`config.mk`:
```
export PLATFORM = sky130hd
export DESIGN_NAME = pvdi_flat
export DESIGN_NICKNAME = d
export VERILOG_FILES = /design/src/rtl/pvdi_pkg.sv /design/src/rtl/pvdi_if.sv /design/src/rtl/pvdi.sv /design/src/flat_wrapper.sv
export SDC_FILE = /design/constraint.sdc
export NUM_CORES = 1
export LEC_CHECK = 0
export CAP_MARGIN = 5
export CORE_UTILIZATION = 41
export DETAILED_ROUTE_END_ITERATION = 8
export GPL_TIMING_DRIVEN = 0
export PLACE_DENSITY_LB_ADDON = 0.3
export SETUP_SLACK_MARGIN = 0.3
export SLEW_MARGIN = 15
export SYNTH_ARGS = -nofsm -noshare
export SYNTH_HDL_FRONTEND = slang
export SYNTH_SLANG_ARGS = --single-unit
```
`constraint.sdc`:
```
create_clock -name clk -period 1.9 [get_ports clk]
set_clock_uncertainty 0.05 [all_clocks]
set_input_delay 0.57 -clock clk [delete_from_list [all_inputs] [get_ports clk]]
set_output_delay 0.57 -clock clk [all_outputs]
set_load 0.02 [all_outputs]
```
`src/rtl/pvdi_pkg.sv`:
```
// Shared PVDI configuration: symbol geometry defaults and the sample type.
// Every PVDI file takes its widths and default sizes from here.
package pvdi_pkg;

  localparam int PVDI_N     = 512;
  localparam int PVDI_GUARD = 16;
  localparam int PVDI_N_SYM = 6;
  localparam int SAMPLE_W   = 14;
  localparam int SYM_CNT_W  = 4;

  typedef logic signed [SAMPLE_W-1:0] sample_t;

  // Payload samples carried between the two guard bands of a symbol.
  function automatic int pay_len(input int n, input int guard);
    return n - 2 * guard;
  endfunction

endpackage

```
`src/rtl/pvdi_if.sv`:
```
// Payload-in / symbol-out signal bundle for the PVDI block.
// master = upstream source and symbol sink; slave = the PVDI itself.
interface pvdi_if
  import pvdi_pkg::*;
();

  sample_t di_re;
  sample_t di_im;
  logic    di_vld;
  logic    di_rdy;
  sample_t do_re;
  sample_t do_im;
  logic    do_vld;
  logic    do_sos;
  logic    frame_done;
  logic    underflow;

  modport master (
    output di_re, di_im, di_vld,
    input  di_rdy,
    input  do_re, do_im, do_vld, do_sos, frame_done, underflow
  );

  modport slave (
    input  di_re, di_im, di_vld,
    output di_rdy,
    output do_re, do_im, do_vld, do_sos, frame_done, underflow
  );

endinterface

```
`src/rtl/pvdi.sv`:
```
// Guard-interval inserter: frames N_SYM symbols of N samples each as
// GUARD zeros, N-2*GUARD payload samples, GUARD zeros.
module pvdi
  import pvdi_pkg::*;
#(
  parameter int N     = PVDI_N,
  parameter int GUARD = PVDI_GUARD,
  parameter int N_SYM = PVDI_N_SYM
) (
  input  logic   clk,
  input  logic   rst,
  pvdi_if.slave  io
);

  localparam int CNT_W = $clog2(N);

  typedef enum logic [1:0] {
    S_IDLE,
    S_PRE,
    S_PAY,
    S_POST
  } state_e;

  // The sample counter runs 0..N-1 across the whole symbol, so each phase
  // ends on a fixed symbol index rather than restarting its own count.
  localparam logic [CNT_W-1:0]     PRE_LAST  = CNT_W'(GUARD - 1);
  localparam logic [CNT_W-1:0]     PAY_LAST  = CNT_W'(GUARD + pay_len(N, GUARD) - 1);
  localparam logic [CNT_W-1:0]     POST_LAST = CNT_W'(N - 1);
  localparam logic [SYM_CNT_W-1:0] SYM_LAST  = SYM_CNT_W'(N_SYM - 1);

  state_e               state_q, state_d;
  logic [CNT_W-1:0]     cnt_q, cnt_d;
  logic [SYM_CNT_W-1:0] sym_q, sym_d;
  sample_t              do_re_q, do_re_d;
  sample_t              do_im_q, do_im_d;
  logic                 do_vld_q, do_vld_d;
  logic                 do_sos_q, do_sos_d;
  logic                 frame_done_q, frame_done_d;
  logic                 underflow_q, underflow_d;

  always_comb begin
    state_d      = state_q;
    cnt_d        = cnt_q;
    sym_d        = sym_q;
    do_re_d      = '0;
    do_im_d      = '0;
    do_vld_d     = 1'b0;
    do_sos_d     = 1'b0;
    frame_done_d = 1'b0;
    underflow_d  = 1'b0;

    case (state_q)
      S_IDLE: begin
        // The pending sample stays with upstream until PAY.
        if (io.di_vld) begin
          state_d = S_PRE;
          cnt_d   = '0;
        end
      end

      S_PRE: begin
        do_vld_d = 1'b1;
        do_sos_d = (cnt_q == '0);
        cnt_d    = cnt_q + 1'b1;
        if (cnt_q == PRE_LAST) state_d = S_PAY;
      end

      S_PAY: begin
        do_vld_d = 1'b1;
        if (io.di_vld) begin
          do_re_d = io.di_re;
          do_im_d = io.di_im;
        end else begin
          underflow_d = 1'b1;
        end
        cnt_d = cnt_q + 1'b1;
        if (cnt_q == PAY_LAST) state_d = S_POST;
      end

      S_POST: begin
        do_vld_d = 1'b1;
        cnt_d    = cnt_q + 1'b1;
        if (cnt_q == POST_LAST) begin
          cnt_d = '0;
          if (sym_q == SYM_LAST) begin
            frame_done_d = 1'b1;
            sym_d        = '0;
            state_d      = S_IDLE;
          end else begin
            sym_d   = sym_q + 1'b1;
            state_d = S_PRE;
          end
        end
      end

      default: state_d = S_IDLE;
    endcase
  end

  always_ff @(posedge clk or posedge rst) begin
    if (rst) begin
      state_q      <= S_IDLE;
      cnt_q        <= '0;
      sym_q        <= '0;
      do_re_q      <= '0;
      do_im_q      <= '0;
      do_vld_q     <= 1'b0;
      do_sos_q     <= 1'b0;
      frame_done_q <= 1'b0;
      underflow_q  <= 1'b0;
    end else begin
      state_q      <= state_d;
      cnt_q        <= cnt_d;
      sym_q        <= sym_d;
      do_re_q      <= do_re_d;
      do_im_q      <= do_im_d;
      do_vld_q     <= do_vld_d;
      do_sos_q     <= do_sos_d;
      frame_done_q <= frame_done_d;
      underflow_q  <= underflow_d;
    end
  end

  assign io.di_rdy     = (state_q == S_PAY);
  assign io.do_re      = do_re_q;
  assign io.do_im      = do_im_q;
  assign io.do_vld     = do_vld_q;
  assign io.do_sos     = do_sos_q;
  assign io.frame_done = frame_done_q;
  assign io.underflow  = underflow_q;

endmodule
```
`src/flat_wrapper.sv`:
```
// flat-port wrapper written by rule: the top's interface ports become plain ports
module pvdi_flat import pvdi_pkg::*;
#(
  parameter int N     = PVDI_N,
  parameter int GUARD = PVDI_GUARD,
  parameter int N_SYM = PVDI_N_SYM
)
  (clk, rst, io_di_re, io_di_im, io_di_vld, io_di_rdy, io_do_re, io_do_im, io_do_vld, io_do_sos, io_frame_done, io_underflow);
  pvdi_if io_i ();
  input  logic clk;
  input  logic rst;
  input wire logic [$bits(io_i.di_re)-1:0] io_di_re;
  input wire logic [$bits(io_i.di_im)-1:0] io_di_im;
  input wire logic [$bits(io_i.di_vld)-1:0] io_di_vld;
  output wire logic [$bits(io_i.di_rdy)-1:0] io_di_rdy;
  output wire logic [$bits(io_i.do_re)-1:0] io_do_re;
  output wire logic [$bits(io_i.do_im)-1:0] io_do_im;
  output wire logic [$bits(io_i.do_vld)-1:0] io_do_vld;
  output wire logic [$bits(io_i.do_sos)-1:0] io_do_sos;
  output wire logic [$bits(io_i.frame_done)-1:0] io_frame_done;
  output wire logic [$bits(io_i.underflow)-1:0] io_underflow;
  assign io_i.di_re = io_di_re;
  assign io_i.di_im = io_di_im;
  assign io_i.di_vld = io_di_vld;
  assign io_di_rdy = io_i.di_rdy;
  assign io_do_re = io_i.do_re;
  assign io_do_im = io_i.do_im;
  assign io_do_vld = io_i.do_vld;
  assign io_do_sos = io_i.do_sos;
  assign io_frame_done = io_i.frame_done;
  assign io_underflow = io_i.underflow;
  pvdi #(.N(N), .GUARD(GUARD), .N_SYM(N_SYM)) u_core (.clk(clk), .rst(rst), .io(io_i));
endmodule
```
======== After elaboration in Yosys (flattened, before gate mapping) ========
Index checks and enable logic that the tools add are counted.
Widths: inputs -> output; s select.
storage, ports and cells
  register bits after elaboration ......... 47
  input bits .............................. 31
operators by class
  add/sub/neg operators ................... 2
  eq/ne operators ......................... 11
  multiplexer cells ....................... 21
  reductions and logical operators ........ 6
operator list
  operator             count
  $mux 14              4
  $pmux 9 s3           1
  $eq 9x9->1 const B   2
  $mux 9               2
  $add 9x1->9 const B  1
  $eq 9x4->1 const B   1
  $logic_not 9->1      1
  $mux 1               8
  $mux 2               4
  $pmux 2 s4           1
  $ne 2x1->1 const B   3
  $add 4x1->4 const B  1
  $eq 2x2->1 const B   2
  $eq 4x3->1 const B   1
  $mux 4               1
  $reduce_and 4->1     1
  $reduce_or 3->1      1
  $eq 2x1->1 const B   1
  $logic_not 2->1      1
  $ne 2x2->1 const B   1
  $reduce_and 2->1     1
  $reduce_or 2->1      1

======== Depth between registers and ports, before layout ========
Gate-level depths: netlist of run 1.
  word-level depth ........................ 4
  mapped depth ............................ 10
  gate-level depth less buffers ........... 10

======== Worst setup path after synthesis of run 1 ========
OpenSTA, ideal clock, no wires.
  path type ............................... register to register
  start ................................... register u_core.cnt_q[0]
  end ..................................... register u_core.cnt_q[6]
  setup time .............................. 0.095 ns
  arrival ................................. 1.982 ns
  data required time ...................... 1.755 ns
  slack ................................... -0.227 ns
  cell stages (with the launch flop) ...... 10
  path buffers ............................ 0
  path through ............................ dfrtp_1 ha_1 and3_1 nand3_1 nor2_1 ha_1 and2b_1 o21bai_2 or2_2 o31ai_1
on the way
  word-level cells in the longest chain between the ends .. 3
  elaborated cells between the ends (all ways) .. 4
ends and longest elaborated chain
  element                                    line         text
  start: declaration                         pvdi.sv:32   logic [CNT_W-1:0] cnt_q, cnt_d;
  start signal: assignment                   pvdi.sv:113  cnt_q <= cnt_d;
  $add 9x1->9 or $eq 9x9->1 (tied branches)  -
  $mux 9                                     pvdi.sv:83   if (cnt_q == POST_LAST) begin
  $pmux 9 s3 (*)                             pvdi.sv:52   case (state_q)
Mark *: on every way between the ends. The rest lies on a longest branch, timed or not.
A chain may end at the register's enable or synchronous reset.

======== Worst setup path in the final report of run 1 ========
  start ................................... register u_core.cnt_q[1]
  end ..................................... register u_core.cnt_q[2]
Same word-level chain as after synthesis.

==> flow_summary_export.csv, run 1 <==
group,metric,value,unit
timing,worst_pin_slew,0.972,ns
clocking,cts_sinks,47,
place,place_hpwl,2830,um
setup_path,worst-path-buf-inv,1,
synth,ys_ff_latch,47,
clocking,clk_pin_slew,0.09,ns
timing,timing.final.ws_setup,-0.163,ns
timing,rsz0062_at_grt,"yes",
synth,syn_inst,174,
hold_path,hold_depth,1,
synth,synth_ff_type,"dfrtp_1",
setup_path,cp-start-kind,"flop",
synth,ys_async_sr_fraction,1.00,
setup_path,crit_chain,"ha_2 > and3_4 > nand3_4 > nor2_4 > ha_2 > and2b_1 > o21bai_4 > buf_4 > nor2_2 > o21ai_1 > o21ai_1",
route,first_pass_iters,6,
setup_path,rr_worst_depth,11,
synth,synth_common_cells,"dfrtp_1, and3_1, o21ai_0",
timing,min_period,2.06,ns
pwr,irDropWorstVdd,0.288,mV
route,drtIter0Drc,100,
timing,max_freq,485,MHz
floorplanning,io_pins,64,
setup_path,arrival,2.21,ns
setup_path,cp.required,2.04,ns
timing,setup_viol,9,
floorplanning,die_w,71.0,um
timing,timing.hold.ws,0.467,ns
synth,avgSynthCellArea,11.2,um^2
route,avgViaCountPerCell,5.02,
clocking,postCtsHoldBufs,0,
synth,seq_area_frac_synth,0.603,
setup_path,critPathTopFamily,"simple AND/OR/NAND/NOR gates",
setup_path,cpPeakStageDelay,0.38,ns
floorplanning,die-area,5040,um^2
clocking,cts_tree,"built",
pwr,p_seq_frac,0.548,
route,avgRoutedWirePerCell,13.9,um
place,portBuffers,63,
setup_path,end_kind,"flop",
global_routing,grt_max_degree,48,
global_routing,gr-usage-all-layers,0.178,
floorplanning,rows,24,
route,finalWirelength,4280,um
pwr,power.switching,376,uW
finish,drive_gt1_frac,0.262,
global_routing,antenna_found_initial,0,
place,gp_congestion,0.829,
floorplanning,die_y,71.0,um
finish,seq_area,1180,um^2
timing,relSlewSlack,0.351,
finish,multi_input_area,805,um^2
synth,yosys.area.top_type_share,0.603,
clocking,cts_made_buffers,5,
synth,synth_area_leaders,"dfrtp_1, and3_1, ha_1",
synth,synth_area_leader_cell,"dfrtp_1",
synth,syn-cell-area,1950,um^2
setup_path,critPathKind,"flop to flop",
clocking,clk-insertion-delay-late,0.30,ns
pwr,total_leakage_power,1.41,nW
job,drv_cap,0,
floorplanning,coreArea,4470,um^2
clocking,cts_buffer_depth,2,
global_routing,grt_pass1_vias,1476,
synth,syn_nets,214,
route,drc_errors,10,
timing,maxSlewViolCount,0,
synth,yosysMostFrequentCell,"dfrtp_1",
pwr,p_per_area,641,nW/um^2
finish,antenna_cells,0,
pwr,p_sw_frac,0.206,
setup_path,path_depth,11,
route,vias,1546,
finish,num-fill-cells,356,
synth,ys_types,27,
timing,hold_viol_final,0,
timing,timing.final.crit_share,1.09,
setup_path,worst_path_max_delay_cell,"dfrtp_1",
floorplanning,initial_core_util,0.436,
pwr,p_int,1.45,mW
pwr,power,1.82,mW
synth,synth_edf_count,0,
outcome,violations,"DRC, setup timing",
outcome,outcome,"finished with violations",
global_routing,grt_pass1_wl,6930,um
finish,area_growth,45.6,%
clocking,htree_num_levels,2,
finish,final_nets,295,
pwr,p_clk_frac,0.403,
clocking,cts_root_buf,"clkbuf_8",
synth,ys_warn_count,0,
hold_path,worstHoldPathType,"flop to flop",
global_routing,overflow,0,
setup_path,crit_fanout,7,
route,ant_nets,0,
pwr,combPwrFrac,0.049,
==> cells by family (layout without fill, tap and decap cells) <==
logic type	Yosys count	after routing	synth area share
xor gates and xnor gates	2	2	0.00898
muxes	2	2	0.0115
DFF	47	47	0.603
adders and majority gates	9	9	0.0577
and+or+nand+nor	69	69	0.195
buffers and inverters	16	98	0.0308
AOI/OAI and AO/OA	29	29	0.0936
==> worst paths after layout <==
kind | from | endpoint | slack (ns)
worst min register to register | u_core.sym_q[2] | u_core.sym_q[2] | 0.47
worst max register to register | u_core.cnt_q[1] | u_core.cnt_q[2] | -0.16
worst min-delay path | u_core.sym_q[2] | u_core.sym_q[2] | 0.47
max in group asynchronous | rst | u_core.cnt_q[6] | 0.50
worst max-delay path | u_core.cnt_q[1] | u_core.cnt_q[2] | -0.16
min in group asynchronous | rst | u_core.io.do_im[0] | 0.78
==> through the flow <==
stage	instances	TNS (ns)	cell area, um^2	util	worst slack (ns)
detailed placement	289	-3.45	2680	0.600	-0.376
finish	308	-0.890	2840	0.635	-0.163
CTS	304	-0.825	2890	0.646	-0.157
floorplan	174	-0.531	1990	-	-0.110
global placement	289	-3.12	2680	0.600	-0.321
global route	308	-1.85	2840	0.635	-0.268
==> state kept, by name, summed over array words and instances, names as in the netlist, 2 cells and up <==
signal / count
u_core.io.do_re: 14
u_core.sym_q: 4
u_core.io.do_im: 14
u_core.cnt_q: 9
u_core.state_q: 2
==> cells in the final DEF, fill, tap and decap left out, types with 2 or more instances in the layout <==
cell type,synthesis,layout
nand3_1,6,5
nor2_1,7,5
clkbuf_1,7,4
clkdlybuf4s50_1,0,30
nand2_1,10,10
clkbuf_8,0,5
xnor2_1,2,2
o31ai_1,3,2
clkdlybuf4s15_2,0,2
o21ai_1,0,7
o21ai_0,15,7
clkdlybuf4s15_1,0,10
clkbuf_2,0,22
ha_1,9,5
nor3_1,5,5
a21oi_1,5,4
inv_2,0,2
nand4_1,2,2
nor2b_1,4,3
mux2_2,2,2
inv_1,9,6
dfrtp_1,47,47
and3_1,30,29
ha_4,0,2
ha_2,0,2
buf_4,0,11
==> power groups by stage <==
stage,clock [mW],combinational (mW),sequential [mW]
after floorplan,0,0.0208,1.02
after detailed placement,0,0.0899,1.02
after global routing,0.791,0.0981,1.00
after global placement,0,0.0895,1.02
after CTS,0.752,0.0909,0.999
final,0.734,0.0890,0.999
==> routing by layer <==
metal  up-vias  track usage  share of wire
met1       728        0.231           0.46
met2        48        0.286           0.47
li1        764            -              -
met3         6       0.0541          0.066
met5         -            0              0
met4         0       0.0622         0.0096
==> timing repair <==
item,4_1_cts,5_1_grt
pin swaps,12,8
setup endpoints to repair,59,43
resized for setup,81,31
buffers inserted,7,4
==> final cells by class <==
| class | instances | share of cell area |
|---|---|---|
| sequential | 47 | 0.414 |
| buffer | 7 | 0.0106 |
| tap | 52 | 0.0229 |
| clock inverter | 3 | 0.0154 |
| inverter | 9 | 0.0132 |
| clock buffer | 5 | 0.0242 |
| multi-input combinational | 111 | 0.283 |
| timing repair buffer | 74 | 0.217 |
(Power assumes the default switching activity.)
==> inputs of run 2 (changes only) <==
- ABC_CLOCK_PERIOD_IN_PS: unset -> 1900
==> results of run 2 <==
The final DEF is identical to that of run 1; final timing and power are the same.
==> inputs of run 3 (changes only) <==
- PLACE_DENSITY: unset -> 0.87
- PLACE_DENSITY_LB_ADDON: 0.3 -> unset
- SKIP_CTS_REPAIR_TIMING: unset -> 1
==> run 3 against run 2 <==
Compared with the run above:
- core utilization up 5.6 points
- fmax down 3.7%
- the run still ends with DRC, setup timing left
- flip-flop and latch count unchanged
- combinational power down 0.7%
- first-iteration DRC count unchanged
- critical path type unchanged
- sequential power about the same
- highest routed layer unchanged
- critical endpoint unchanged
- worst hold slack about the same
- count of clock-buffer cells in the layout up 1
- non-clock buffer count up 4
==> flow_summary_export.csv, run 3 (same netlist as run 1, synthesis figures left out) <==
group,metric,value,unit
outcome,outcome,"finished with violations",
outcome,violations,"DRC, setup timing",
setup_path,worst_path_max_delay_cell,"dfrtp_1",
finish,fin_util,0.691,
job,drv_cap,0,
timing,max_freq,467,MHz
pwr,p_sw_frac,0.190,
clocking,cts_tree,"built",
pwr,p_clk_frac,0.404,
clocking,clk_pin_slew,0.08,ns
setup_path,cp-start-kind,"flop",
setup_path,critPathKind,"flop to flop",
route,avgViaCountPerCell,5.18,
finish,final_cell_area,3090,um^2
global_routing,grt_pass1_wl,6950,um
finish,final_nets,299,
pwr,p_int,1.48,mW
place,pre_cts_slack,-0.381,ns
pwr,power,1.83,mW
global_routing,grt_pass1_vias,1559,
clocking,htree_num_levels,2,
route,drc_errors,5,
setup_path,end_kind,"flop",
floorplanning,io_pins,64,
clocking,cts_buffer_depth,2,
place,gp_congestion,0.791,
clocking,cts_made_buffers,5,
floorplanning,die_w,71.0,um
global_routing,gr-usage-all-layers,0.178,
timing,timing.final.ws_setup,-0.241,ns
timing,relSlewSlack,0.343,
floorplanning,die-area,5040,um^2
floorplanning,die_y,71.0,um
global_routing,grt_max_degree,48,
timing,timing.final.crit_share,1.13,
clocking,clk-insertion-delay-late,0.29,ns
floorplanning,initial_core_util,0.436,
setup_path,crit_top_cell,"ha_4",
timing,worst_pin_slew,0.983,ns
pwr,total_leakage_power,2.00,nW
timing,rsz0062_at_grt,"yes",
route,vias,1616,
hold_path,worstHoldPathType,"flop to flop",
clocking,cts_root_buf,"clkbuf_8",
route,finalWirelength,4690,um
route,first_pass_iters,6,
pwr,p_seq_frac,0.547,
setup_path,crit_chain,"ha_4 > and3_4 > nand3_4 > nor2_4 > ha_4 > and2b_2 > o21bai_4 > buf_6 > or2_4 > o21ai_1",
timing,hold_viol_final,0,
place,portBuffers,63,
finish,mostFrequentLayoutCells,"dfrtp_1, dlymetal6s2s_1, and3_1, clkdlybuf4s50_1, buf_4",
global_routing,antenna_found_initial,0,
pwr,combPwrFrac,0.048,
finish,layout_commonest_cell,"dfrtp_1",
timing,setup_viol,10,
timing,min_period,2.14,ns
floorplanning,coreArea,4470,um^2
pwr,irDropWorstVdd,0.511,mV
finish,drive_gt1_frac,0.200,
setup_path,crit_fanout,7,
timing,maxSlewViolCount,0,
pwr,p_per_area,590,nW/um^2
pwr,power.switching,346,uW
clocking,cts_sinks,47,
route,avgRoutedWirePerCell,15.0,um
finish,antenna_cells,0,
setup_path,arrival,2.27,ns
route,drtIter0Drc,100,
finish,area_growth,58.5,%
floorplanning,rows,24,
place,place_hpwl,2990,um
place,place_area,2680,um^2
route,ant_nets,0,
setup_path,cp.required,2.03,ns
setup_path,cpPeakStageDelay,0.42,ns
global_routing,overflow,0,
-- run 3: cell count changes in the layout (fill, tap and decap cells not counted), sizes merged --
cell,before,now
buf,13,16
clkbuf,31,13
clkdlybuf4s15,12,0
clkdlybuf4s50,30,29
clkinv,2,1
dlymetal6s2s,0,33
-- run 3: power groups by stage --
stage                     combinational, mW  clock [mW]  sequential (mW)
after floorplan                      0.0208           0             1.02
after global placement               0.0881           0             1.02
after detailed placement             0.0897           0             1.02
after CTS                            0.0901       0.761            0.999
after global routing                 0.0983       0.805             1.00
final                                0.0884       0.738            0.999
-- run 3: layout make-up --
type                       instances  area [um^2]
tap                               52         65.1
inverter                           9         37.5
buffer                             7         30.0
clock buffer                       6         82.6
fill                             288         1380
timing repair buffer              78          831
sequential                        47         1180
multi-input combinational        111          835
clock inverter                     2         35.0
-- run 3: path summary, 6_finish.rpt --
kind                                  from               to  slack, ns  depth (start not counted)
min in group asynchronous              rst  u_core.cnt_q[3]       0.48                          2
setup reg to reg           u_core.cnt_q[1]  u_core.cnt_q[2]      -0.24                         10
hold / removal             u_core.sym_q[2]  u_core.sym_q[2]       0.47                          1
setup / recovery           u_core.cnt_q[1]  u_core.cnt_q[2]      -0.24                         10
max in group asynchronous              rst  u_core.cnt_q[0]       0.74                          2
hold reg to reg            u_core.sym_q[2]  u_core.sym_q[2]       0.47                          1
-- run 3: per-stage QoR --
| stage | TNS [ns] | instances | hold slack, ns |
|---|---|---|---|
| after floorplan | -0.531 | 174 | 0.425 |
| after global placement | -2.89 | 289 | 0.455 |
| after detailed placement | -3.41 | 289 | 0.463 |
| after CTS | -3.59 | 297 | 0.475 |
| after global routing | -2.89 | 312 | 0.497 |
| final | -1.99 | 312 | 0.467 |
-- run 3: per-layer routing --
metal / global-route usage / share of wire / vias up
li1: - / - / 772
met1: 0.195 / 0.38 / 771
met2: 0.323 / 0.54 / 65
met3: 0.0627 / 0.064 / 8
met4: 0.0578 / 0.011 / 0
met5: 0 / 0 / -
-- run 3: worst max-delay path: cells and delay by family (launching register included) --
family	cells	cell delay (ns)
AOI/OAI and AO/OA	2	0.27
adders and majority gates	2	0.31
buffers and inverters	1	0.16
DFF	1	0.42
and+or+nand+nor	5	0.81
